[src/rtl/hazard_unit.sv]
// Load-use stall, mispredict flush and operand bypass control.
// Optional perf counters enabled by defining HAZARD_PERF_CNT_EN.
module hazard_unit #(
  parameter int unsigned FLUSH_CYCLES = 1,
  parameter int unsigned STALL_CYCLES = 1
) (
  input  logic       clk,
  input  logic       rst,
  input  logic [4:0] decRs1,
  input  logic [4:0] decRs2,
  input  logic       decRs1Used,
  input  logic       decRs2Used,
  input  logic [4:0] exRd,
  input  logic       exRegWrite,
  input  logic       exIsLoad,
  input  logic [4:0] memRd,
  input  logic       memRegWrite,
  input  logic [4:0] wbRd,
  input  logic       wbRegWrite,
  input  logic       brResolved,
  input  logic       brMispredict,
  output logic       isDataHazard,
  output logic       isBranchPredictMiss,
  output logic [1:0] op1BypassCtrl,
  output logic [1:0] op2BypassCtrl
`ifdef HAZARD_PERF_CNT_EN
  ,
  output logic [31:0] perfStallCnt,
  output logic [31:0] perfMissCnt
`endif
);

  typedef enum logic [1:0] {
    IDLE,
    STALL,
    FLUSH
  } state_t;

  typedef enum logic [1:0] {
    BP_NONE = 2'd0,
    BP_EX   = 2'd1,
    BP_MEM  = 2'd2,
    BP_WB   = 2'd3
  } bypass_t;

  localparam logic [3:0] FLUSH_INIT = 4'(FLUSH_CYCLES - 1);
  localparam logic [3:0] STALL_INIT =
    (STALL_CYCLES > 1) ? 4'(STALL_CYCLES - 2) : 4'd0;
  localparam bit MULTI_STALL = (STALL_CYCLES > 1);

  state_t     state;
  state_t     state_n;
  logic [3:0] cnt;
  logic [3:0] cnt_n;
  logic       hazard;
  logic       mispredict;
  logic       load_use;
  logic       rs1_hit;
  logic       rs2_hit;
  logic [1:0] sel1;
  logic [1:0] sel2;

  assign mispredict = brResolved & brMispredict;

  assign rs1_hit = decRs1Used & (decRs1 == exRd);
  assign rs2_hit = decRs2Used & (decRs2 == exRd);
  assign load_use = exRegWrite & exIsLoad
                  & (exRd != 5'd0)
                  & (rs1_hit | rs2_hit);

  // Loads have no data in EX yet, so EX is never a bypass source for them.
  function automatic logic [1:0] bypass_sel(
    input logic       used,
    input logic [4:0] rs
  );
    logic [1:0] sel;
    sel = BP_NONE;
    if (!used || rs == 5'd0) begin
      sel = BP_NONE;
    end else if (exRegWrite && !exIsLoad && exRd == rs) begin
      sel = BP_EX;
    end else if (memRegWrite && memRd == rs) begin
      sel = BP_MEM;
    end else if (wbRegWrite && wbRd == rs) begin
      sel = BP_WB;
    end
    return sel;
  endfunction

  assign sel1 = bypass_sel(decRs1Used, decRs1);
  assign sel2 = bypass_sel(decRs2Used, decRs2);

  always_ff @(posedge clk or negedge rst) begin
    if (!rst) begin
      state <= IDLE;
      cnt   <= 4'd0;
    end else begin
      state <= state_n;
      cnt   <= cnt_n;
    end
  end

  always_comb begin
    state_n = state;
    cnt_n   = cnt;
    hazard  = 1'b0;
    unique case (state)
      IDLE: begin
        if (mispredict) begin
          state_n = FLUSH;
          cnt_n   = FLUSH_INIT;
        end else if (load_use) begin
          hazard = 1'b1;
          if (MULTI_STALL) begin
            state_n = STALL;
            cnt_n   = STALL_INIT;
          end
        end
      end
      STALL: begin
        hazard = 1'b1;
        if (mispredict) begin
          state_n = FLUSH;
          cnt_n   = FLUSH_INIT;
        end else if (cnt == 4'd0) begin
          state_n = IDLE;
        end else begin
          cnt_n = cnt - 4'd1;
        end
      end
      FLUSH: begin
        if (cnt == 4'd0) begin
          state_n = IDLE;
        end else begin
          cnt_n = cnt - 4'd1;
        end
      end
      default: begin
        state_n = IDLE;
        cnt_n   = 4'd0;
      end
    endcase
  end

  // Gate with rst so combinational outputs are quiet during reset.
  assign isDataHazard        = rst & hazard;
  assign isBranchPredictMiss = (state == FLUSH);
  assign op1BypassCtrl = (rst && state != FLUSH) ? sel1 : BP_NONE;
  assign op2BypassCtrl = (rst && state != FLUSH) ? sel2 : BP_NONE;

`ifdef HAZARD_PERF_CNT_EN
  logic miss_accept;

  assign miss_accept = mispredict & (state != FLUSH);

  always_ff @(posedge clk or negedge rst) begin
    if (!rst) begin
      perfStallCnt <= 32'd0;
      perfMissCnt  <= 32'd0;
    end else begin
      if (isDataHazard) perfStallCnt <= perfStallCnt + 32'd1;
      if (miss_accept)  perfMissCnt  <= perfMissCnt + 32'd1;
    end
  end
`endif

endmodule

[config.mk]
export PLATFORM = sky130hd
export DESIGN_NAME = hazard_unit
export DESIGN_NICKNAME = d
export VERILOG_FILES = /design/src/rtl/hazard_unit.sv
export SDC_FILE = /design/constraint.sdc
export NUM_CORES = 1
export LEC_CHECK = 0
export BUFFER_PORTS_ARGS = -buffer_cell sky130_fd_sc_hd__clkbuf_2
export CAP_MARGIN = 20
export CORE_MARGIN = 3
export CORE_UTILIZATION = 45
export CTS_CLUSTER_DIAMETER = 60
export DETAILED_ROUTE_END_ITERATION = 8
export PLACE_DENSITY = 0.74
export SLEW_MARGIN = 30
export SYNTH_ARGS = -nofsm -noshare
export SYNTH_HDL_FRONTEND = slang
export SYNTH_SLANG_ARGS = --single-unit
export TNS_END_PERCENT = 5
[constraint.sdc]
create_clock -name clk -period 1.7 [get_ports clk]
set_input_delay 0.085 -clock clk [delete_from_list [all_inputs] [get_ports clk]]
set_output_delay 0.085 -clock clk [all_outputs]
set_load 0.01 [all_outputs]
==> results of run 1 <==
-- registers in the layout, indices dropped and copies added, names as in the netlist --
| name | count |
|---|---|
| cnt | 4 |
| state | 2 |
-- cell usage in the layout (no fill, tap or decap), types with 2 or more instances in the layout --
| cell | instances |
|---|---|
| clkbuf_2 | 39 |
| xor2_1 | 20 |
| xnor2_1 | 10 |
| o21ai_0 | 6 |
| dfrtp_1 | 6 |
| nor2_1 | 5 |
| nand2_1 | 5 |
| nand3_1 | 4 |
| a22o_1 | 4 |
| inv_1 | 3 |
| nor4_1 | 3 |
| nor3_1 | 3 |
| a21oi_1 | 3 |
| ha_1 | 3 |
| clkbuf_4 | 3 |
| inv_2 | 2 |
| or4_1 | 2 |
| o211ai_1 | 2 |
| nor2b_1 | 2 |
| nor3_2 | 2 |
| nor4_2 | 2 |
| a22oi_1 | 2 |
| a211oi_2 | 2 |
-- stage by stage --
stage	instance area (um^2)	utilization	setup WS, ps	hold slack [ps]	TNS (ps)
floorplan	888.4	-	240.8	-210.6	0
global placement	1120	0.6215	107.7	-63.11	0
detailed placement	1120	0.6215	71.30	-61.73	0
CTS	1155	0.6410	1.602	174.5	0
global route	1190	0.6604	-35.47	207.5	-109.1
finish	1190	0.6604	65.19	178.2	0
-- layer usage --
layer | GRT usage | vias to the layer above
met4 | 0.08520 | 0
met5 | 0 | -
met3 | 0.05045 | 4
met1 | 0.2595 | 422
li1 | - | 477
met2 | 0.3043 | 29
-- logic make-up after synthesis --
logic type,after synthesis,share of synthesized area
AOI/OAI and AO/OA,21,0.1676
xor gates and xnor gates,30,0.2958
adders and majority gates,5,0.07042
buffers and inverters,5,0.02113
DFF,6,0.1690
muxes,1,0.01268
and+or+nand+nor,38,0.2634
-- what timing repair did --
| action | in CTS | in global routing |
|---|---|---|
| resized for setup | 2 | 8 |
| setup buffers | 0 | 1 |
| pin swaps | 1 | 2 |
| setup endpoints to repair | 3 | 9 |
| endpoints found under the hold margin | 6 | 0 |
| hold buffers | 1 | 0 |
-- report_power, final --
part | switching, uW | internal, uW
Combinational | 132 | 111
Clock | 53.9 | 80.0
Sequential | 6.37 | 148
-- final cells by class --
cell class	instances	share of cell area
timing repair buffer	42	0.1830
inverter	5	0.01577
multi-input combinational	95	0.6299
clock buffer	3	0.01893
tap	25	0.02629
sequential	6	0.1262
-- how the worst max path moves through the flow --
stage / slack (ps) / to / startpoint / cells after the start
after floorplan: 240 / cnt[0]$_DFFE_PN0P_ / state[0]$_DFFE_PN0P_ / 6
after global placement: 110 / cnt[0]$_DFFE_PN0P_ / state[0]$_DFFE_PN0P_ / 6
after detailed placement: 70 / cnt[0]$_DFFE_PN0P_ / state[0]$_DFFE_PN0P_ / 6
after CTS: 2 / isDataHazard / state[1]$_DFFE_PN0P_ / 7
after global routing: -40 / isDataHazard / state[0]$_DFFE_PN0P_ / 7
final: 70 / isDataHazard / state[0]$_DFFE_PN0P_ / 7
-- critical path, stage by stage (launching register included) --
cell	delay (ps)
dfrtp_1	400
inv_2	110
ha_4	140
and2_4	140
nand4_1	100
a21oi_1	130
a22o_1	140
clkbuf_2	130
==> reports/metrics.cfg, run 1 <==
[power_and_ir_drop]
ir_worst_vdd_uv=471.9
powerDensity_mw_per_mm2=446.2
p_leak_uw=0.0005450
p_total_uw=530.9

[place]
post-dp-hpwl_um=1999
dp_cells=171
gp_congestion=0.8240
io_buffer_count=40

[sta]
slew_headroom=0.6746
max_freq_ghz=0.6117
min_period_ps=1635
rsz0062_at_grt=yes
clock_skew_ps=8.077
period_share=0.9617
finalHoldViolCount=0
worst_pin_slew_ps=484.4
setup_viol=0
slew_viol_final=0

[logic_synthesis]
synth-seq-cells=6
synthCells=106
synth_largest_area_cell=xor2_1
avgSynthCellArea_um2=8.381
ys_top_cells_by_area=xor2_1 (20%), dfrtp_1 (17%), xnor2_1 (9.9%)
synth-edff-count=0
synth_top_area_share=0.1972
synth_common_cells=xor2_1 (20), xnor2_1 (10), dfrtp_1 (6), o21ai_0 (6)
ys_seq_area_frac=0.1690
yosysMostFrequentCell=xor2_1
ys_warn_count=0
synth_ff_type=dfrtp_1
netlist_area_um2=888.4
yosysUniqueCellTypes=32
async_reset_ff_frac=1.000
syn_nets=146

[die]
die_h_um=50.43
ios=41
core-area_mm2=0.001802
die_w_um=50.43
row_count=15
die-area_mm2=0.002543
start_util=0.4931

[worst_setup_path]
r2r_setup_slack_ps=70
reg2reg_from=state[1]$_DFFE_PN0P_
critPathLaunchType=register
path_class=reg2out
cp-end-kind=primary output
reg2reg_depth=6
cp.required_ps=1620
path_max_fanout=3
cp.arrival_ps=1550
r2r-end=cnt[0]$_DFFE_PN0P_

[global_routing]
grt_pass1_vias=873
grt_use_total=0.1978
overflow=0
grt_max_degree=10
grt_pass1_wl_um=3808
antenna_found_initial=0

[finish]
fillers=147
antenna_cells=0
finalNonFillerCells=176
area_delta_synth_final_pct=33.94
register_area_um2=150.1
multi_input_area_um2=749.5
nets=193
layout-drive-gt1-share=0.3974

[clock_tree]
cts_tree=yes
h-tree-depth=1
clkLatencyLatePin_ps=250
cts_max_path_buffers=2
clk_pin_slew_worst_paths_ps=50
clock_sinks=6
cts_buffers=3
root_buffer=clkbuf_4

[drt]
wl_per_cell_um=13.60
wl_met2_um=1122
dr.max_layer_used=met4
post-route-drc-count=0
dr_wl_met3_um=139
detail-route-antenna-nets=0
wl_um=2394
first_iter_violations=9
first_pass_iters=4
vias=932
avgViaCountPerCell=5.295
wl_met1_um=1095

[min_path]
hp-class=in2reg
whs_path_depth=3
whs_endpoint=state[1]$_DFFE_PN0P_
min_from=brMispredict

[run_status]
status=finished, final reports clean

[flow_run]
maxCapViolCount=0

Power figures use the tool's default switching activity.
==> run 2: changes to the inputs <==
--- a/config.mk
+++ b/config.mk
@@ -8,10 +8,10 @@
 export BUFFER_PORTS_ARGS = -buffer_cell sky130_fd_sc_hd__clkbuf_2
 export CAP_MARGIN = 20
 export CORE_MARGIN = 3
-export CORE_UTILIZATION = 45
+export CORE_UTILIZATION = 46
 export CTS_CLUSTER_DIAMETER = 60
 export DETAILED_ROUTE_END_ITERATION = 8
-export PLACE_DENSITY = 0.74
+export PLACE_DENSITY = 0.76
 export SLEW_MARGIN = 30
 export SYNTH_ARGS = -nofsm -noshare
 export SYNTH_HDL_FRONTEND = slang
==> reports/metrics.cfg, run 2 (synthesis results as in run 1) <==
[global_routing]
overflow=0  ; unchanged
antenna_found_initial=0  ; unchanged
grt_max_degree=10  ; unchanged
grt_pass1_vias=859  ; was 873
grt_use_total=0.1881  ; was 0.1978
grt_pass1_wl_um=3663  ; was 3808 um

[min_path]
whs_endpoint=state[1]$_DFFE_PN0P_  ; unchanged
min_from=brMispredict  ; unchanged
hp-class=in2reg  ; unchanged
whs_path_depth=3  ; unchanged

[clock_tree]
clock_sinks=6  ; unchanged
cts_buffers=3  ; unchanged
root_buffer=clkbuf_4  ; unchanged
cts_tree=yes  ; unchanged
cts_max_path_buffers=2  ; unchanged
h-tree-depth=1  ; unchanged
clkLatencyLatePin_ps=230  ; was 250 ps
clk_pin_slew_worst_paths_ps=40  ; was 50 ps

[drt]
post-route-drc-count=0  ; unchanged
first_iter_violations=12  ; was 9
detail-route-antenna-nets=0  ; unchanged
vias=933  ; was 932
first_pass_iters=4  ; unchanged
dr_wl_met3_um=76  ; was 139 um
dr.max_layer_used=met3  ; was met4
wl_met2_um=1134  ; was 1122 um
avgViaCountPerCell=5.271  ; was 5.295
wl_um=2282  ; was 2394 um
wl_per_cell_um=12.89  ; was 13.60 um
wl_met1_um=1071  ; was 1095 um

[die]
core-area_mm2=0.001783  ; was 0.001802 mm^2
ios=41  ; unchanged
die_w_um=49.95  ; was 50.43 um
die-area_mm2=0.002495  ; was 0.002543 mm^2
start_util=0.4982  ; was 0.4931
row_count=15  ; unchanged
die_h_um=49.95  ; was 50.43 um

[run_status]
status=finished, final reports clean  ; unchanged

[place]
post-dp-hpwl_um=1951  ; was 1999 um
dpl_cell_area_mm2=0.001127  ; was 0.001120 mm^2
gp_congestion=0.8392  ; was 0.8240
io_buffer_count=40  ; unchanged

[finish]
area_delta_synth_final_pct=37.61  ; was 33.94%
reg_top3=cnt x4, state x2  ; unchanged
layout-drive-gt1-share=0.4145  ; was 0.3974
layout_common_cells=clkbuf_2 (38), xor2_1 (20), xnor2_1 (10)  ; was clkbuf_2 (39), xor2_1 (20), xnor2_1 (10)
final_common_cell=clkbuf_2  ; unchanged
largest_register_ffs=4  ; unchanged
final_area_mm2=0.001222  ; was 0.001190 mm^2
utilization=0.6856  ; was 0.6604
antenna_cells=0  ; unchanged
top_register=cnt  ; unchanged
nets=194  ; was 193

[power_and_ir_drop]
powerDensity_mw_per_mm2=442.8  ; was 446.2 mW/mm^2
p_total_uw=541.3  ; was 530.9 uW
ir_worst_vdd_uv=444.2  ; was 471.9 uV
p_leak_uw=0.0005594  ; was 0.0005450 uW

[sta]
period_share=0.9653  ; was 0.9617
slew_viol_final=0  ; unchanged
tns_ps=0  ; unchanged
max_freq_ghz=0.6094  ; was 0.6117 GHz
rsz0062_at_grt=yes  ; unchanged
min_period_ps=1641  ; was 1635 ps
setup_viol=0  ; unchanged
slew_headroom=0.7054  ; was 0.6746
worst_pin_slew_ps=438.6  ; was 484.4 ps
clock_skew_ps=1.462  ; was 8.077 ps
finalHoldViolCount=0  ; unchanged

[worst_setup_path]
r2r-end=cnt[0]$_DFFE_PN0P_  ; unchanged
cp.arrival_ps=1560  ; was 1550 ps
path_max_fanout=3  ; unchanged
r2r_setup_slack_ps=80  ; was 70 ps
reg2reg_depth=6  ; unchanged
critPathLaunchType=register  ; unchanged
cp.required_ps=1620  ; about the same
reg2reg_from=state[0]$_DFFE_PN0P_  ; was state[1]$_DFFE_PN0P_
cp-end-kind=primary output  ; unchanged
path_class=reg2out  ; unchanged

[flow_run]
maxCapViolCount=0  ; unchanged

[run 2: through the flow]
| stage | setup slack (ps) | instances | hold slack (ps) |
|---|---|---|---|
| 3_3_place_gp | 151.7 | 172 | -64.34 |
| 2_1_floorplan | 240.8 | 106 | -210.6 |
| 3_5_place_dp | 75.34 | 172 | -61.25 |
| 6_report | 58.91 | 177 | 194.3 |
| 4_1_cts | 11.81 | 176 | 188.2 |
| 5_1_grt | -72.08 | 177 | 192.5 |
[run 2: layout make-up]
class	instances	area (um^2)
Clock buffer	3	22.52
Fill cell	169	560.5
Inverter	5	18.77
Multi-Input combinational cell	95	770.7
Sequential cell	6	151.4
Tap cell	25	31.28
Timing Repair Buffer	43	227.7
[run 2: where the power goes]
| part | switching [uW] | internal (uW) | total, uW |
|---|---|---|---|
| logic | 138 | 125 | 263 |
| registers | 8.48 | 149 | 157 |
| clock network | 42.2 | 79.2 | 121 |
[run 2: worst max-delay path: stages, from the launching register on]
cell	delay, ps
dfrtp_1	400
inv_2	130
ha_4	150
and2_4	140
nand4_1	110
a21oi_2	140
a22o_1	130
clkbuf_2	120
[run 2: repair_timing]
| item | 4_1_cts | 5_1_grt |
|---|---|---|
| hold endpoints to repair | 6 | 0 |
| resized for setup | 0 | 17 |
| setup endpoints to repair | 0 | 8 |
| setup buffers | 0 | 1 |
| hold buffers | 1 | 0 |
[run 2: per-layer routing]
layer  vias up  track usage
met5         -            0
met4         0      0.04147
met1       433       0.2582
met3         0      0.03625
met2        20       0.3018
li1        480            -
[run 2: worst max-delay path by stage]
stage,start,to,slack (ps),cells past startpoint
2_1_floorplan,state[0]$_DFFE_PN0P_,cnt[0]$_DFFE_PN0P_,240,6
3_3_place_gp,state[1]$_DFFE_PN0P_,cnt[0]$_DFFE_PN0P_,150,6
3_5_place_dp,state[1]$_DFFE_PN0P_,cnt[0]$_DFFE_PN0P_,80,6
4_1_cts,state[0]$_DFFE_PN0P_,op2BypassCtrl[1],10,6
5_1_grt,state[0]$_DFFE_PN0P_,isDataHazard,-70,7
6_report,state[0]$_DFFE_PN0P_,isDataHazard,60,7
==> run 3: changes to the inputs <==
==> constraint.sdc (replaced) <==
create_clock -name clk -period 1.7 [get_ports clk]
set_input_delay 0.34 -clock clk [delete_from_list [all_inputs] [get_ports clk]]
set_output_delay 0.34 -clock clk [all_outputs]
set_load 0.01 [all_outputs]
==> reports/metrics.cfg, run 3 (synthesis results as in run 1) <==
[sta]
layout_setup_ws_ps=-223.4  ; was 58.91 ps
clock_skew_ps=6.996  ; was 1.462 ps
rsz0062_at_grt=yes  ; unchanged
slew_viol_final=0  ; unchanged
slew_headroom=0.7930  ; was 0.7054
tns_ps=-978.1  ; was 0 ps
worst_pin_slew_ps=307.3  ; was 438.6 ps
max_freq_ghz=0.5199  ; was 0.6094 GHz
period_share=1.131  ; was 0.9653
setup_viol=6  ; was 0
finalHoldViolCount=0  ; unchanged
min_period_ps=1923  ; was 1641 ps

[worst_setup_path]
crit_buf_inv=2  ; unchanged
path_class=in2out  ; was reg2out
max_stage_delay_ps=350  ; was 400 ps
cp-end-kind=primary output  ; unchanged
path_max_fanout=2  ; was 3
r2r_setup_slack_ps=-30  ; was 80 ps
cp_slowest_cell=nor4_2  ; was dfrtp_1
cpMostUsedCell=clkbuf_2
cp.arrival_ps=1580  ; was 1560 ps
cp.required_ps=1360  ; was 1620 ps
critPathLaunchType=primary input  ; was register
path_cells=clkbuf_2 -> xor2_2 -> nor4_2 -> and3_4 -> nor2b_4 -> a211oi_2 -> clkbuf_2  ; was inv_2 -> ha_4 -> and2_4 -> nand4_1 -> a21oi_2 -> a22o_1 -> clkbuf_2
crit_family=simple AND/OR/NAND/NOR gates  ; was flip-flops

[clock_tree]
h-tree-depth=1  ; unchanged
cts_max_path_buffers=2  ; unchanged
cts_buffers=3  ; unchanged
root_buffer=clkbuf_4  ; unchanged
clk_pin_slew_worst_paths_ps=50  ; was 40 ps
clock_sinks=6  ; unchanged
cts_tree=yes  ; unchanged
clkLatencyLatePin_ps=250  ; was 230 ps

[global_routing]
grt_pass1_vias=1111  ; was 859
grt_use_total=0.2470  ; was 0.1881
grt_max_degree=7  ; was 10
grt_pass1_wl_um=4774  ; was 3663 um
antenna_found_initial=0  ; unchanged
overflow=0  ; unchanged

[drt]
avgViaCountPerCell=5.383  ; was 5.271
vias=1055  ; was 933
first_pass_iters=4  ; unchanged
wl_per_cell_um=14.47  ; was 12.89 um
wl_um=2836  ; was 2282 um
detail-route-antenna-nets=0  ; unchanged
first_iter_violations=13  ; was 12
post-route-drc-count=0  ; unchanged

[finish]
final_area_mm2=0.001395  ; was 0.001222 mm^2
reg_top3=cnt x4, state x2  ; unchanged
nets=213  ; was 194
area_delta_synth_final_pct=57.04  ; was 37.61%
layout-drive-gt1-share=0.5088  ; was 0.4145
layout_common_cells=clkbuf_2 (37), buf_4 (22), xor2_1 (18)  ; was clkbuf_2 (38), xor2_1 (20), xnor2_1 (10)
antenna_cells=0  ; unchanged
finalNonFillerCells=196  ; was 177
fillers=123  ; was 169
top_register=cnt  ; unchanged
final_common_cell=clkbuf_2  ; unchanged
largest_register_ffs=4  ; unchanged

[min_path]
hp-class=in2async  ; was in2reg

[power_and_ir_drop]
ir_worst_vdd_uv=514.5  ; was 444.2 uV
p_leak_uw=0.0006518  ; was 0.0005594 uW
powerDensity_mw_per_mm2=423.9  ; was 442.8 mW/mm^2

[die]
die_w_um=49.95  ; unchanged
die-area_mm2=0.002495  ; unchanged
start_util=0.4982  ; unchanged
ios=41  ; unchanged
row_count=15  ; unchanged
die_h_um=49.95  ; unchanged
core-area_mm2=0.001783  ; unchanged

[run_status]
violations=negative setup slack
status=finished, violations left  ; was finished, final reports clean

[place]
post-dp-hpwl_um=2302  ; was 1951 um
io_buffer_count=40  ; unchanged
dpl_cell_area_mm2=0.001255  ; was 0.001127 mm^2
dp_cells=189  ; was 172
gp_congestion=0.8721  ; was 0.8392

[flow_run]
maxCapViolCount=0  ; unchanged

[run 3: power by group]
group	internal, uW	switching, uW
combinational	151	156
clock	79.8	51.3
sequential	148	5.36
total	379	213
[run 3: per-layer routing]
layer	part of all wire	routed length [um]	track usage
met1	0.41	1175	0.3024
met2	0.52	1470	0.4251
met3	0.043	121	0.04834
met4	0.024	68	0.08756
met5	0	0	0
[run 3: path summary, 6_finish.rpt]
path	start	end	cells past startpoint
worst max-delay path	wbRd[2]	op2BypassCtrl[1]	7
worst min-delay path	rst	state[0]$_DFFE_PN0P_	2
min in group clk	brMispredict	state[1]$_DFFE_PN0P_	3
max in group asynchronous	rst	cnt[1]$_DFFE_PN0P_	2
worst max register to register	state[0]$_DFFE_PN0P_	cnt[0]$_DFFE_PN0P_	6
worst min register to register	cnt[2]$_DFFE_PN0P_	cnt[2]$_DFFE_PN0P_	1
[run 3: what timing repair did]
| item | in CTS | in global routing |
|---|---|---|
| resized for setup | 15 | 4 |
| pin swaps | 11 | 0 |
| endpoints found under the hold margin | 0 | 0 |
| hold buffers | 0 | 0 |
| endpoints found under the setup margin | 5 | 9 |
| setup buffers | 4 | 0 |
[run 3: cell type report]
| class | count | area [um^2] | share of cell area |
|---|---|---|---|
| multi-input combinational | 95 | 780.7 | 0.5596 |
| timing repair buffer | 62 | 391.6 | 0.2807 |
| sequential | 6 | 150.1 | 0.1076 |
| tap | 25 | 31.28 | 0.02242 |
| clock buffer | 3 | 22.52 | 0.01614 |
| inverter | 5 | 18.77 | 0.01345 |
[run 3: worst reg2reg max path: cells and delay by family (launching register included)]
family,cells,cell delay [ps]
flops,1,400
simple gates,2,300
mux,1,260
buf+inv,1,150
compound gates,1,260
fa+ha+maj,1,230
[run 3: per-stage QoR]
stage,setup WS [ps],hold WS (ps),util,total power [uW]
floorplan,119.1,44.41,-,280.3
global placement,-302.7,304.3,0.7039,405.5
detailed placement,-340.1,310.6,0.7039,414.3
CTS,-203.2,46.00,0.7747,584.3
global route,-319.0,52.44,0.7825,631.6
finish,-223.4,55.34,0.7825,591.3
